**src/rtl/imm_gen_if.sv**
```systemverilog
// imm_gen_if: upstream/downstream handshake bus of the immediate generator stage.
interface imm_gen_if #(
    parameter int XLEN = 32
);
    logic            in_valid;
    logic            in_ready;
    logic [31:0]     instr;
    logic [2:0]      imm_src;
    logic            out_valid;
    logic            out_ready;
    logic [XLEN-1:0] imm;
    logic            imm_err;

    modport master (
        output in_valid, instr, imm_src, out_ready,
        input  in_ready, out_valid, imm, imm_err
    );

    modport slave (
        input  in_valid, instr, imm_src, out_ready,
        output in_ready, out_valid, imm, imm_err
    );
endinterface

```
**src/rtl/imm_gen_stage.sv**
```systemverilog
// imm_gen_stage: registered RV32I/RV64I immediate generator with a two-entry skid buffer.
module imm_gen_stage #(
    parameter int XLEN = 32
) (
    input logic      clk,
    input logic      rst_n,
    imm_gen_if.slave bus
);
    logic [31:0]     w;
    logic [XLEN-1:0] full;
    logic            new_err;
    logic            accept;
    logic            drain;
    logic            load;
    logic            out_valid;
    logic [XLEN-1:0] imm_q;
    logic            err_q;
    logic            skid_valid;
    logic [XLEN-1:0] skid_imm;
    logic            skid_err;
    logic            unused_opcode;

    assign w             = bus.instr;
    assign unused_opcode = ^w[6:0];
    assign new_err       = bus.imm_src == 3'b111;
    assign accept        = bus.in_valid & ~skid_valid;
    assign drain         = out_valid & bus.out_ready;
    assign load          = ~out_valid | drain;

    // Built at 64 bits and truncated, so XLEN=32 simply drops the upper half.
    always_comb begin
        full = '0;
        case (bus.imm_src)
            3'b000:  full = XLEN'({{52{w[31]}}, w[31:20]});
            3'b001:  full = XLEN'({{52{w[31]}}, w[31:25], w[11:7]});
            3'b010:  full = XLEN'({{52{w[31]}}, w[7], w[30:25], w[11:8], 1'b0});
            3'b011:  full = XLEN'({{32{w[31]}}, w[31:12], 12'b0});
            3'b100:  full = XLEN'({{44{w[31]}}, w[19:12], w[20], w[30:21], 1'b0});
            3'b101:  full = (XLEN == 64) ? XLEN'({58'b0, w[25:20]}) : XLEN'({59'b0, w[24:20]});
            3'b110:  full = XLEN'({59'b0, w[19:15]});
            default: full = '0;
        endcase
    end

    always_ff @(posedge clk or negedge rst_n) begin
        if (!rst_n) begin
            out_valid  <= 1'b0;
            imm_q      <= '0;
            err_q      <= 1'b0;
            skid_valid <= 1'b0;
            skid_imm   <= '0;
            skid_err   <= 1'b0;
        end else begin
            if (load) begin
                out_valid <= skid_valid | accept;
                if (skid_valid | accept) begin
                    imm_q <= skid_valid ? skid_imm : full;
                    err_q <= skid_valid ? skid_err : new_err;
                end
            end
            if (load & skid_valid) begin
                skid_valid <= 1'b0;
            end else if (accept & ~load) begin
                skid_valid <= 1'b1;
                skid_imm   <= full;
                skid_err   <= new_err;
            end
        end
    end

    assign bus.in_ready  = ~skid_valid;
    assign bus.out_valid = out_valid;
    assign bus.imm       = imm_q;
    assign bus.imm_err   = err_q;
endmodule

```
**src/flat_wrapper.sv**
```systemverilog
// flat-port wrapper written by rule: the top's interface ports become plain ports
module imm_gen_stage_flat 
#(
    parameter int XLEN = 32
)
  (clk, rst_n, bus_in_valid, bus_instr, bus_imm_src, bus_out_ready, bus_in_ready, bus_out_valid, bus_imm, bus_imm_err);
  imm_gen_if #(.XLEN(XLEN)) bus_i ();
  input logic clk;
  input logic rst_n;
  input wire logic [$bits(bus_i.in_valid)-1:0] bus_in_valid;
  input wire logic [$bits(bus_i.instr)-1:0] bus_instr;
  input wire logic [$bits(bus_i.imm_src)-1:0] bus_imm_src;
  input wire logic [$bits(bus_i.out_ready)-1:0] bus_out_ready;
  output wire logic [$bits(bus_i.in_ready)-1:0] bus_in_ready;
  output wire logic [$bits(bus_i.out_valid)-1:0] bus_out_valid;
  output wire logic [$bits(bus_i.imm)-1:0] bus_imm;
  output wire logic [$bits(bus_i.imm_err)-1:0] bus_imm_err;
  assign bus_i.in_valid = bus_in_valid;
  assign bus_i.instr = bus_instr;
  assign bus_i.imm_src = bus_imm_src;
  assign bus_i.out_ready = bus_out_ready;
  assign bus_in_ready = bus_i.in_ready;
  assign bus_out_valid = bus_i.out_valid;
  assign bus_imm = bus_i.imm;
  assign bus_imm_err = bus_i.imm_err;
  imm_gen_stage #(.XLEN(XLEN)) u_core (.clk(clk), .rst_n(rst_n), .bus(bus_i));
endmodule
```
**config.mk**
```make
export PLATFORM = sky130hd
export DESIGN_NAME = imm_gen_stage_flat
export DESIGN_NICKNAME = d
export VERILOG_FILES = /design/src/rtl/imm_gen_if.sv /design/src/rtl/imm_gen_stage.sv /design/src/flat_wrapper.sv
export SDC_FILE = /design/constraint.sdc
export NUM_CORES = 1
export LEC_CHECK = 0
export BUFFER_PORTS_ARGS = -buffer_cell sky130_fd_sc_hd__buf_2
export CAP_MARGIN = 0
export CORE_MARGIN = 3
export CORE_UTILIZATION = 30
export CTS_BUF_LIST = sky130_fd_sc_hd__clkbuf_8
export DETAILED_ROUTE_END_ITERATION = 12
export PLACE_DENSITY = 0.5
export REMOVE_ABC_BUFFERS = 1
export SLEW_MARGIN = 20
export SYNTH_ARGS = -nofsm -noshare
export SYNTH_HDL_FRONTEND = slang
export SYNTH_SLANG_ARGS = --single-unit
```
**constraint.sdc**
```tcl
create_clock -name clk -period 1.5 [get_ports clk]
set_input_delay 0.3 -clock clk [delete_from_list [all_inputs] [get_ports clk]]
set_output_delay 0.3 -clock clk [all_outputs]
set_load 0.02 [all_outputs]
```
Word-level counts from Yosys, hierarchy flattened

Index checks and enable logic that the tools add are counted.

Equality and inequality tests: 7
Multiplexer cells: 5
Bitwise operators: 10
Reductions and logical operators: 4

Operators with widths:

| operator                                       | number |
|---|---|
| case mux 32 bit (7 select lines)               | 1 |
| two-way mux 32 bit                             | 1 |
| == test 3 bit (second input constant)          | 4 |
| == test 3 x 2 -> 1 bit (second input constant) | 2 |
| AND 1 bit                                      | 4 |
| NOT 1 bit                                      | 4 |
| AND reduction 2 bit                            | 2 |
| == test 3 x 1 -> 1 bit (second input constant) | 1 |
| logical NOT 3 bit                              | 1 |
| two-way mux 1 bit                              | 3 |
| OR 1 bit                                       | 2 |
| nonzero test 2 bit                             | 1 |

Bits in registers: 68
Input bits: 39
Output and inout port bits: 35
Word-level logic and storage cells: 32

Longest topological paths before layout

Depth after elaboration: 6
Depth in mapped cells: 6
Depth with buffers taken out: 4

Worst setup path before layout

No wires, ideal clock.

Path type: register to register
Start: register u_core.out_valid (netlist: u_core.bus.out_valid)
End: register u_core.imm_q[31] (netlist: u_core.bus.imm[31])
Setup time: 0.125 ns
Arrival: 1.351 ns
Required time: 1.375 ns
Slack: 0.025 ns
Cell stages (with the launch flop): 6
Buffers on the path: 2
Clock period less this slack: 1.475 ns
Path through: dfrtp_1 nand2b_1 buf_2 o21ai_1 buf_2 mux2_2

Word-level cells in the longest chain between the ends: 3
Elaborated cells on any way between the ends: 4
Those cells by class: bitwise (3); reduce/logical (1)

Ends and longest elaborated chain:

| element                                | line                                     | source |
|---|---|---|
| start: declaration                     | imm_gen_stage.sv:15                      | `logic out_valid;` |
| start signal: assignment               | imm_gen_stage.sv:55                      | `out_valid <= skid_valid \| accept;` |
| AND 1 bit or NOT 1 bit (tied branches) | imm_gen_stage.sv:27, imm_gen_stage.sv:28 |  |
| OR 1 bit *                             | imm_gen_stage.sv:28                      | `assign load = ~out_valid \| drain;` |
| AND reduction 2 bit (no source line) * | --                                       |  |
| end signal: assignment                 | imm_gen_stage.sv:57                      | `imm_q <= skid_valid ? skid_imm : full;` |
| end: declaration                       | imm_gen_stage.sv:16                      | `logic [XLEN-1:0] imm_q;` |

Mark *: on every way between the ends. The rest lies on a longest branch, timed or not.
A chain may end at the register's enable or synchronous reset.

Worst setup path in the final report

Start: register u_core.skid_valid
End: output bus_in_ready

Word-level cells in the longest chain between the ends: 1

Ends and longest elaborated chain:

| element                  | line                | source |
|---|---|---|
| start: declaration       | imm_gen_stage.sv:18 | `logic skid_valid;` |
| start signal: assignment | imm_gen_stage.sv:50 | `skid_valid <= 1'b0;` |
| start signal: assignment | imm_gen_stage.sv:62 | `skid_valid <= 1'b0;` |
| start signal: assignment | imm_gen_stage.sv:64 | `skid_valid <= 1'b1;` |
| NOT 1 bit                | imm_gen_stage.sv:71 | `assign bus.in_ready = ~skid_valid;` |
| end: declaration         | flat_wrapper.sv:14  | `output wire logic [$bits(bus_i.in_ready)-1:0] bus_in_ready;` |

No other way between the ends.

==> out/metrics.sh <==
FINAL_WORST_CLOCK_SKEW_NS=0.00680
GP_CONGESTION=0.768
ROUTE.DETAILED.DRC=0
PLACE_WORST_SETUP_SLACK_NS=-0.0329
NETSWITCHINGFRACTION_PCT=31.7
CRITICAL-PATH-TOP-DELAY-FAMILY='flip-flops'
FINALHOLDWORSTSLACK_NS=0.241
ROWS=37
COUNT_OF_VIAS_PLACED_BY_THE_DETAILED_ROUTER=2874
BUFS_ON_LONGEST_CLOCK_PATH=2
HP-CLASS='input port to flop'
SHARE_CLK_OF_TOTAL_POWER_PCT=31.6
PLACED_AREA_UM2=3890
INTERNAL-POWER_mW=3.59
REG2REG_TO='u_core.skid_imm[5]'
N_ANTENNA_CELL=0
SYNTH.AVG_CELL_AREA_UM2=9.33
GRT_MAX_DEGREE=69
POST-ROUTE-CELL-AREA_UM2=4140
CLKTRANSATPATHREGS_NS=0.08
R2R_STARTPOINT='u_core.bus.out_valid'
MAPPED_CELLS=351
NUMBER_OF_OPTIMIZATION_ITERATIONS_IN_THE_FIRST_DETAILED_ROUTE_PASS=4
OVERALL_OVERFLOW_REMAINING_AFTER_GLOBAL_ROUTE=0
MAXCLOCKFREQUENCY_GHz=0.708
CRITICALPATHCATEGORY='flop to output pin'
DIE-AREA_UM2=12200
CP_DATA_REQUIRED_TIME_NS=1.20
PLACE_HPWL_MM=6.27
FINAL_HOLD_VIOLATION_COUNT=0
FINALNETCOUNT=466
PERIOD_UTILIZATION_PCT=94.2
WORSTPATHCELLLIST='buf_4 -> inv_4 -> buf_6'
ANTENNA_FOUND_INITIAL=0
TRITONCTS_CLOCK_TREE='yes'
TIMING.CRITICAL_PATH.TO='bus_in_ready'
ROUTE.DETAILED.WL_PER_INST_UM=16.2
DRT_FIRST_ITER_VIOLATIONS=105
POSTSYNTHREGISTERBITS=68
CP.BUFFERS_INVERTERS=3
P_LEAK_nW=1.99
CRITICAL_PATH.ENDPOINT_TYPE='output pin'
REGTOREGSETUPSLACK_NS=0.11
FLOORPLAN.IO_PINS=74
TIMING_MAX_TRANSITION_VIOLATIONS_FINAL=0
GRT_FIRST_PASS_WIRELENGTH_MM=15.0
LAYOUT_MIN_CYCLE_TIME_NS=1.41
RSZ_0062_RAISED_AFTER_GLOBAL_ROUTING='no'
PORT_BUFFERS=66
HIGHEST_COUNT_CELLS_IN_THE_LAYOUT_IGNORING_FILL_AND_TAPS='dfrtp_1, buf_2, o21ai_0, nand2_1, a21oi_1'
WORST_PATH_MAX_DELAY_CELL='dfrtp_1'
DIE_X_UM=110
YOSYSWARNINGS=0
WORSTMARGINPINSLEW_NS=0.383
YS_TYPES=35
TOTAL_SETUP_VIOLATIONS_REPORTED_AT_THE_END_OF_THE_FLOW=0
MAXCAPVIOLATIONS=0
DETAIL-ROUTE-ANTENNA-NETS=0
H-TREE-DEPTH=3
BUFFER_TYPE_AT_THE_CLOCK_TREE_ROOT='clkbuf_8'
DRIVE_ABOVE_1_SHARE_PCT=27.8
TOTAL_STANDARD_CELL_AREA_AFTER_SYNTHESIS_UM2=3270
RELSLEWSLACK_PCT=74.4
YS_SEQ_AREA_SHARE_PCT=52.0
OUTCOME='completed'
CLOCK_BUFFER_COUNT_FROM_CTS=9
CRIT_PATH_MAX_INCR_DELAY_NS=0.42
WORST_SETUP_PATH_START_KIND='flop'
MOSTFREQUENTLAYOUTCELL='dfrtp_1'
FILLERS=1110
VIAS_PER_CELL=5.06
CLKSINKCOUNT=68
PLACEABLECOREAREA_UM2=10500
DIEHEIGHT_UM=110
PATH_MAX_FANOUT=5
POWER_SWITCHING_mW=1.67
CP.ARRIVAL_NS=1.11
GRT_UTIL_ALL_LAYERS_PCT=15.2
CLK-INSERTION-DELAY-LATE_NS=0.34
TOTALWIRELENGTH_MM=9.22
SYNTHESIS_TO_LAYOUT_AREA_GROWTH_PCT=26.6
SETUP_SLACK_NS=0.0872
SEQPWRFRAC_PCT=44.6
CRITICAL_PATH.STARTPOINT='u_core.skid_valid'
START_UTIL_PCT=31.3
VDD.IR_DROP.WORST_mV=0.364
VIAS_IN_THE_FIRST_GLOBAL_ROUTE=2836
RR_WORST_DEPTH=6
PATH_DEPTH=3
POWER_FRAC_COMB_PCT=23.8
POWER-PER-CELL-AREA_nW_PER_UM2=1270
layer usage:
layer  vias to the layer above  GRT usage (%)  routed length (µm)
li1                       1403              -                   -
met1                      1394           21.7                4450
met2                        68           23.4                4270
met3                         9           3.23                 391
met4                         0           3.94                 112
met5                         -              0                   0
worst reg2reg max path, delay by kind of cell (launching register included):
kind / cells / cell delay (ns)
flops: 1 / 0.36
compound gates: 1 / 0.08
simple gates: 3 / 0.42
buf+inv: 2 / 0.39
synthesized netlist by cell type, drive strengths merged:
cell type | count | area (µm²)
dfrtp | 68 | 1700
o21ai | 65 | 325
nand2 | 48 | 180
a21oi | 44 | 220
buf | 16 | 105
and3 | 14 | 87.6
clkbuf | 14 | 52.6
a22oi | 11 | 82.6
nand2b | 11 | 68.8
nor2 | 8 | 30.0
o22a | 7 | 61.3
a211oi | 6 | 50.1
nor2b | 5 | 36.3
o31ai | 5 | 37.5
a32o | 4 | 40.0
mux2i | 4 | 40.0
inv | 3 | 11.3
and2 | 2 | 12.5
and3b | 2 | 17.5
mux2 | 2 | 22.5
nand3 | 2 | 10.0
nor3b | 2 | 15.0
a22o | 1 | 8.76
maj3 | 1 | 11.3
nand3b | 1 | 7.51
nor3 | 1 | 5.00
nor4b | 1 | 8.76
o211a | 1 | 10.0
o211ai | 1 | 7.51
o21a | 1 | 7.51
stage by stage:
step                      total power, mW  utilization (%)  instances  setup TNS (ns)
final                                5.26             39.6        568               0
after global routing                 5.58             39.6        568               0
after CTS                            5.33             39.4        568               0
after detailed placement             3.64             37.2        551          -0.355
after global placement               3.61             37.2        551        -0.00651
after floorplan                      3.05                -        321          -60.44
state kept, by name, summed over array words and instances, names as in the netlist:
signal                count
u_core.bus.imm           32
u_core.bus.imm_err        1
u_core.bus.out_valid      1
u_core.skid_err           1
u_core.skid_imm          32
u_core.skid_valid         1
layout make-up:
class                           count  area (µm²)  share of cell area, %
Inverter                            3        13.8                  0.332
Timing Repair Buffer               95         619                   14.9
Clock buffer                        9         124                   2.99
Multi-Input combinational cell    250        1420                   34.4
Tap cell                          136         170                   4.11
Sequential cell                    68        1700                   41.1
Clock inverter                      7        91.3                   2.20
worst min-delay path by stage:
stage / end / slack (ns) / cells past startpoint / startpoint
2_1_floorplan: u_core.bus.imm[0] / 0.004 / 0 / rst_n
3_3_place_gp: u_core.bus.imm[29] / 0.35 / 2 / rst_n
3_5_place_dp: u_core.bus.imm[9] / 0.36 / 2 / rst_n
4_1_cts: u_core.bus.imm[7] / 0.23 / 3 / bus_instr[27]
5_1_grt: u_core.bus.imm[8] / 0.25 / 3 / bus_instr[28]
6_report: u_core.bus.imm[9] / 0.24 / 3 / bus_instr[29]
cell families (layout without fill, tap and decap cells):
kind of cell             Yosys count  in the layout  share of synthesized area, %
AO/OA/AOI/OAI                    146            146                          26.0
AND/OR/NAND/NOR                   97             97                          14.6
flip-flops                        68             68                          52.0
buffers and inverters             33            114                          5.16
multiplexers                       6              6                          1.91
adder cells (fa/ha/maj)            1              1                         0.344
power by group through the flow:
stage	registers (mW)	clock network (mW)	logic [mW]
finish	2.34	1.66	1.25
global route	2.39	1.79	1.40
CTS	2.35	1.72	1.27
detailed placement	2.38	0	1.26
global placement	2.37	0	1.24
floorplan	2.58	0	0.475
timing repair:
action,CTS,global route
gates resized for setup,2,6
hold buffers,1,0
endpoints found under the hold margin,68,0
setup buffers,0,0
setup endpoints to repair,1,24
(Power assumes the default switching activity.)
